$ cat config.mk
export PLATFORM = sky130hd
export DESIGN_NAME = seven_seg_scanner_flat
export DESIGN_NICKNAME = d
export VERILOG_FILES = /design/src/rtl/seven_seg_scanner_if.sv /design/src/rtl/seven_seg_scanner.sv /design/src/flat_wrapper.sv
export SDC_FILE = /design/constraint.sdc
export NUM_CORES = 1
export LEC_CHECK = 0
export CORE_UTILIZATION = 46
export CTS_CLUSTER_DIAMETER = 30
export DETAILED_ROUTE_END_ITERATION = 10
export HOLD_SLACK_MARGIN = 0.08
export PLACE_DENSITY = 0.8
export SETUP_SLACK_MARGIN = 0.4
export SLEW_MARGIN = 20
export SYNTH_ARGS = -nofsm -noshare
export SYNTH_HDL_FRONTEND = slang
export SYNTH_SLANG_ARGS = --single-unit
export TNS_END_PERCENT = 30
$ cat constraint.sdc
create_clock -name clk -period 6.9 [get_ports clk]
set_input_delay 0.69 -clock clk [delete_from_list [all_inputs] [get_ports clk]]
set_output_delay 0.69 -clock clk [all_outputs]
set_load 0.02 [all_outputs]
$ cat src/rtl/seven_seg_scanner_if.sv
// Display bus for seven_seg_scanner: BCD/dp/control in, multiplexed drive out.
// blink_mask exists only when SEG_BLINK_EN is defined.
interface seven_seg_scanner_if;
  logic        en;
  logic [15:0] digits;
  logic [3:0]  dp;
  logic        blank_lz;
  logic [1:0]  digit_sel;
  logic [3:0]  anode;
  logic [6:0]  seg;
  logic        dp_n;
`ifdef SEG_BLINK_EN
  logic [3:0]  blink_mask;

  modport master (output en, digits, dp, blank_lz, blink_mask,
                  input  digit_sel, anode, seg, dp_n);
  modport slave  (input  en, digits, dp, blank_lz, blink_mask,
                  output digit_sel, anode, seg, dp_n);
`else
  modport master (output en, digits, dp, blank_lz,
                  input  digit_sel, anode, seg, dp_n);
  modport slave  (input  en, digits, dp, blank_lz,
                  output digit_sel, anode, seg, dp_n);
`endif
endinterface

$ cat src/rtl/seven_seg_scanner.sv
// Four-digit multiplexed 7-segment scanner with leading-zero blanking.
// Optional blink feature compiled in with `define SEG_BLINK_EN.
module seven_seg_scanner #(
  parameter int REFRESH_DIV  = 100000,
  parameter int BLINK_FRAMES = 64
) (
  input  logic                clk,
  input  logic                reset,
  seven_seg_scanner_if.slave  disp
);
  localparam int PW = $clog2(REFRESH_DIV);

  logic [PW-1:0] presc, presc_nxt;
  logic [1:0]    sel, sel_nxt;
  logic          tick;
  logic [3:0]    nib;
  logic          z3, z2, z1;
  logic [3:0]    blank_vec, blink_vec;

  function automatic logic [6:0] bcd2seg(input logic [3:0] v);
    case (v)
      4'd0: bcd2seg = 7'h40;
      4'd1: bcd2seg = 7'h79;
      4'd2: bcd2seg = 7'h24;
      4'd3: bcd2seg = 7'h30;
      4'd4: bcd2seg = 7'h19;
      4'd5: bcd2seg = 7'h12;
      4'd6: bcd2seg = 7'h02;
      4'd7: bcd2seg = 7'h78;
      4'd8: bcd2seg = 7'h00;
      4'd9: bcd2seg = 7'h10;
      default: bcd2seg = 7'h7F;
    endcase
  endfunction

  always_comb begin
    tick      = disp.en && (presc == PW'(REFRESH_DIV - 1));
    presc_nxt = presc;
    if (tick)         presc_nxt = '0;
    else if (disp.en) presc_nxt = presc + PW'(1);
    sel_nxt   = tick ? sel + 2'd1 : sel;
    // Outputs are built from the digit that will be selected after this edge
    nib       = disp.digits[{sel_nxt, 2'b00} +: 4];
    z3        = (disp.digits[15:12] == 4'd0);
    z2        = z3 && (disp.digits[11:8] == 4'd0);
    z1        = z2 && (disp.digits[7:4] == 4'd0);
    blank_vec = ({z3, z2, z1, 1'b0} & {4{disp.blank_lz}}) | blink_vec;
  end

`ifdef SEG_BLINK_EN
  localparam int FW = (BLINK_FRAMES > 1) ? $clog2(BLINK_FRAMES) : 1;
  logic [FW-1:0] frame;
  logic          phase;

  // One frame = one full 3->0 wrap of the digit scan
  always_ff @(posedge clk or negedge reset) begin
    if (!reset) begin
      frame <= '0;
      phase <= 1'b0;
    end else if (tick && sel == 2'd3) begin
      if (frame == FW'(BLINK_FRAMES - 1)) begin
        frame <= '0;
        phase <= ~phase;
      end else begin
        frame <= frame + FW'(1);
      end
    end
  end

  assign blink_vec = phase ? disp.blink_mask : 4'h0;
`else
  // BLINK_FRAMES is inert in this build; the expression is constant zero
  assign blink_vec = (BLINK_FRAMES < 0) ? 4'hF : 4'h0;
`endif

  always_ff @(posedge clk or negedge reset) begin
    if (!reset) begin
      presc     <= '0;
      sel       <= 2'd0;
      disp.anode <= 4'hF;
      disp.seg   <= 7'h7F;
      disp.dp_n  <= 1'b1;
    end else begin
      presc <= presc_nxt;
      sel   <= sel_nxt;
      if (!disp.en || blank_vec[sel_nxt]) begin
        disp.anode <= 4'hF;
        disp.seg   <= 7'h7F;
        disp.dp_n  <= 1'b1;
      end else begin
        // The cycle after a tick is dead time so adjacent digits never overlap
        disp.anode <= tick ? 4'hF : ~(4'b0001 << sel_nxt);
        disp.seg   <= bcd2seg(nib);
        disp.dp_n  <= ~disp.dp[sel_nxt];
      end
    end
  end

  assign disp.digit_sel = sel;
endmodule

$ cat src/flat_wrapper.sv
// flat-port wrapper written by rule: the top's interface ports become plain ports
module seven_seg_scanner_flat 
#(
  parameter int REFRESH_DIV  = 100000,
  parameter int BLINK_FRAMES = 64
)
  (clk, reset, disp_en, disp_digits, disp_dp, disp_blank_lz, disp_digit_sel, disp_anode, disp_seg, disp_dp_n);
  seven_seg_scanner_if disp_i ();
  input  logic clk;
  input  logic reset;
  input wire logic [$bits(disp_i.en)-1:0] disp_en;
  input wire logic [$bits(disp_i.digits)-1:0] disp_digits;
  input wire logic [$bits(disp_i.dp)-1:0] disp_dp;
  input wire logic [$bits(disp_i.blank_lz)-1:0] disp_blank_lz;
  output wire logic [$bits(disp_i.digit_sel)-1:0] disp_digit_sel;
  output wire logic [$bits(disp_i.anode)-1:0] disp_anode;
  output wire logic [$bits(disp_i.seg)-1:0] disp_seg;
  output wire logic [$bits(disp_i.dp_n)-1:0] disp_dp_n;
  assign disp_i.en = disp_en;
  assign disp_i.digits = disp_digits;
  assign disp_i.dp = disp_dp;
  assign disp_i.blank_lz = disp_blank_lz;
  assign disp_digit_sel = disp_i.digit_sel;
  assign disp_anode = disp_i.anode;
  assign disp_seg = disp_i.seg;
  assign disp_dp_n = disp_i.dp_n;
  seven_seg_scanner #(.REFRESH_DIV(REFRESH_DIV), .BLINK_FRAMES(BLINK_FRAMES)) u_core (.clk(clk), .reset(reset), .disp(disp_i));
endmodule
======== Word-level counts from Yosys, hierarchy flattened ========
Memories as Yosys holds them, arrays and structs flattened.
Index checks and enable logic that the tools add are counted.
word-level totals
  word-level logic and storage cells ...... 35
  register bits after elaboration ......... 31
  memories kept ........................... 1
  ROM bits ................................ 112
  input port bits ......................... 24
cells by class
  eq/ne operators ......................... 1
  order comparisons ....................... 1
  muxes and demuxes ....................... 11
  $add $sub $neg .......................... 2
  bitwise operators ....................... 3
  shift-type cells ........................ 2
  reduce and logical (&&, ||, !) cells .... 9
memory list
  memory            words  bits a word  read ports  clocked after Yosys merged registers in  wr ports  line                     RTL
  (name not given)  16     7            1           0                                        0         seven_seg_scanner.sv:21  case (v)
operator list
  kind                   number
  $mux 17                2
  $add 17x1->17 const B  1
  $eq 17x17->1 const B   1
  $shiftx 16x5->4        1
  $logic_not 4->1        3
  $mux 4                 2
  $mux 7                 1
  $and 4x4->4            1
  $bmux 1 s2             2
  $not 4->4              1
  $shl 1x2->4 const A    1
  $logic_and 1x1->1      3
  $lt 2x3->1 const B     1
  $mux 1                 3
  $add 2x1->2 const B    1
  $mux 2                 1
  $reduce_bool 2->1      1
  $logic_not 1->1        1
  $logic_or 1x1->1       1
  $not 1->1              1

======== Logic depth before layout (Yosys ltp) ========
  word-level depth ........................ 8
  depth in mapped cells ................... 13
  depth with buffers taken out ............ 11

======== Least setup slack after synthesis ========
Ideal clock, no wire load.
  path kind ............................... in2reg
  from .................................... input disp_en
  to ...................................... register u_core.disp.seg[3]
  arrival time ............................ 2616 ps
  cell stages on the path ................. 10
  library setup time ...................... 92 ps
  path slack .............................. 4193 ps
  path buffers ............................ 1
  path through ............................ nand2_1 > or2_0 > buf_2 > or2_1 > mux4_2 > mux2_4 > ha_1 > inv_1 > o21ai_0 > nand3_1
on the way
  longest elaborated chain between the ends .. 6
  elaborated cells between the ends (all ways) .. 9
  those cells by class .................... 1 x shift; 4 x mux; 3 x reduce/logical; 1 x memory
ends and longest elaborated chain
  what                                                  line                        RTL
  from (decl)                                           flat_wrapper.sv:11          input wire logic [$bits(disp_i.en)-1:0] disp_en;
  branches (longest 5 deep; another with $mem_v2 16x7)  -
  $mux 7 *                                              seven_seg_scanner.sv:86     if (!disp.en || blank_vec[sel_nxt]) begin
  to (signal assigned)                                  seven_seg_scanner.sv:93     disp.seg <= bcd2seg(nib);
  to (decl)                                             seven_seg_scanner_if.sv:23  output digit_sel, anode, seg, dp_n);
Mark *: on every way between the ends. The select of a mux whose other input is x is not followed.
A chain may end at the register's enable or synchronous reset.

======== Worst setup path after layout ========
Same ends and word-level chain as after synthesis.

==> flow_summary.toml <==
[status]
status = "completed"

[yosys]
yosys.area_share.adder = 0.01412
synth_warnings = 0
synth-seq-area-share = 0.4463
synth-xor-area-share = 0.07910
syn_area_per_cell_um2 = 9.681
ys_types = 42
synth_top_area_frac = 0.2684
synth_area_um2 = 1772
synth_top_family_by_area = "simple AND/OR/NAND/NOR gates"
synth_fp_nets = 209
async_flop_share = 1.000
yosysTopAreaCell = "dfrtp_1"
synth_enable_flop_cells = 0
ys_seq_elements = 31
synthCells = 183
ys.flop_type = "dfrtp_1"
yosys.area_share.simple = 0.2090
synthMuxAreaShare = 0.06497
synth_area_leaders = "dfrtp_1 (27%), dfstp_2 (18%), xnor2_1 (5.4%)"
synth-compound-area-share = 0.1504

[worst_setup_path]
critPathMaxStageDelay_ns = 0.67
cp_cell_sequence = "clkdlybuf4s50_1, nand2_1, or2_0, nor2_1, buf_4, mux4_2, mux2_4, ha_1, inv_1, o21ai_0, nand3_1"
critPathCaptureType = "register"
crit_required_ns = 7.10
crit_type = "input port to register"
rrSetupSlack_ns = 3.79
path_max_fanout = 13
reg2reg_depth = 10
critPathArrivalTime_ns = 3.84
slowest_stage = "clkdlybuf4s50_1"
startpoint = "disp_en"
worstSetupStartpointType = "input port"
crit-reg2reg-launch = "u_core.presc[6]$_DFFE_PN0P_"
rr_endpoint = "u_core.disp.seg[3]$_DFF_PN1_"

[min_path]
hold_class = "register to register"
worstHoldStart = "u_core.presc[4]$_DFFE_PN0P_"
hold_end = "u_core.presc[4]$_DFFE_PN0P_"
hold_depth = 1

[detailed_routing]
final_antenna_net_count = 0
dr.first_iter.drc_count = 81
drc = 0
wirelength_um = 3809
viasPerCell = 5.647
avgRoutedWirePerCell_um = 14.16
drtPass1Iterations = 4
vias = 1519

[global_route]
track_usage = 0.2179
grt_pass1_vias = 1548
antenna_found_initial = 0
grt_max_degree = 32
overflow = 0
grt_pass1_wl_um = 6858

[sta]
slew_viol_final = 0
fmaxAchievable_mhz = 274.6
rsz0062_at_grt = "false"
min_period_ns = 3.642
timing.final.ws_setup_ns = 3.258
worst_pin_slew_ns = 0.6770
finalHoldViolations = 0
tns_ns = 0
final.setup_skew_ns = 0.005205
setup_viol = 0
period_share = 0.5278
relSlewSlack = 0.5477

[clock_tree]
root_buffer = "clkbuf_8"
clockBufferDepth = 2
clk_latency_ns = 0.28
holdBufCountCts = 0
cts_setup_buffers = 0
cts_tree = "done"
htree_num_levels = 2
clkTransAtPathRegs_ns = 0.06
cts_buffers = 5
cts_resized = 0
cts_sinks = 31

[placed_design]
place_inst = 261
dp_slack_ns = 2.983
portBuffers = 37
gp_congestion = 0.8994
place_hpwl_um = 2848

[die]
die_area_um2 = 4104
rows = 22
start_util = 0.4803
io-pin-count = 38
coreArea_um2 = 3689
dieHeight_um = 64.06
die_w_um = 64.06

[final_layout]
instances_no_fill = 269
drive_gt1_frac = 0.1538
layout_common_cells = "clkdlybuf4s50_1 (37), nor2_1 (22), dfrtp_1 (19)"
fill_cells = 319
final_common_cell = "clkdlybuf4s50_1"
areaGrowthSynthToFinish_pct = 27.75
regArea_um2 = 790.8
multi_input_area_um2 = 917.1
nets = 246
antenna_cells = 0

[power]
peakVddDrop_v = 0.00007040
power_uw = 423.6
p_per_area_nw_per_um2 = 187.2
cellLeakagePower_nw = 0.9377

[job]
maxCapViolations = 0
-- power breakdown --
group | switching, mW | total [mW] | internal, mW | leakage (nW)
Combinational | 0.0326 | 0.0708 | 0.0383 | 0.514
Clock | 0.0631 | 0.132 | 0.0688 | 0.0477
Sequential | 0.0189 | 0.221 | 0.202 | 0.376
-- how the worst max path moves through the flow --
stage	to	slack, ns
6_report	u_core.disp.seg[3]$_DFF_PN1_	3.26
5_1_grt	u_core.disp.seg[6]$_DFF_PN1_	2.98
3_5_place_dp	u_core.disp.seg[3]$_DFF_PN1_	2.98
2_1_floorplan	u_core.disp.seg[3]$_DFF_PN1_	4.19
3_3_place_gp	u_core.disp.seg[3]$_DFF_PN1_	3.09
4_1_cts	u_core.disp.seg[3]$_DFF_PN1_	3.27
-- stage by stage --
stage               area (um^2)  hold WS, ns  utilization
floorplan                  1772       0.3944            -
global placement           2180       0.4807       0.5909
detailed placement         2180       0.4865       0.5909
CTS                        2263       0.4982       0.6136
global route               2263       0.5329       0.6136
finish                     2263       0.4945       0.6136
-- layer usage --
metal  vias to the layer above  GRT usage  share of wire
li1                        734          -              -
met1                       717     0.2629           0.43
met2                        55     0.3577           0.48
met3                        13    0.05893          0.055
met4                         0     0.1051          0.030
met5                         -          0              0
-- state kept, by name (all words and copies together), names as in the netlist --
signal	count
u_core.disp.seg	7
u_core.presc	17
u_core.disp.dp_n	1
u_core.disp.digit_sel	2
u_core.disp.anode	4
-- critical path: cells and delay by family --
family	cells	cell delay [ns]
adders and majority gates	1	0.31
and+or+nand+nor	4	1.05
AOI/OAI and AO/OA	1	0.16
buffers and inverters	3	0.99
muxes	2	0.63
-- cell usage after synthesis (2+ instances only) --
library cell	number
dfstp_2	12
xnor2_1	11
mux2_2	4
ha_1	2
nor2_1	22
or3_1	3
nor4_1	3
o21ai_1	3
nand3_1	11
o31ai_1	3
a21oi_1	5
o21ai_0	14
nor3_1	4
dfrtp_1	19
nand4_1	5
and2_1	2
nor4bb_1	2
o221ai_1	7
nand2_1	10
mux4_2	2
buf_2	3
xor2_1	5
inv_1	7
and3_1	2
clkbuf_1	5
-- kinds of logic (layout without fill, tap and decap cells) --
family | count (synthesis) | count (layout)
AOI/OAI and AO/OA | 39 | 39
adders and majority gates | 2 | 2
and+or+nand+nor | 71 | 71
buffers and inverters | 16 | 54
xor gates and xnor gates | 16 | 16
muxes | 8 | 8
DFF | 31 | 31
-- area by class of cell --
class / instances / area share
Clock buffer: 5 / 0.03040
Clock inverter: 3 / 0.006634
Inverter: 7 / 0.01161
Multi-Input combinational cell: 136 / 0.4052
Sequential cell: 31 / 0.3494
Tap cell: 48 / 0.02653
Timing Repair Buffer: 39 / 0.1703
Power figures use the tool's default switching activity.
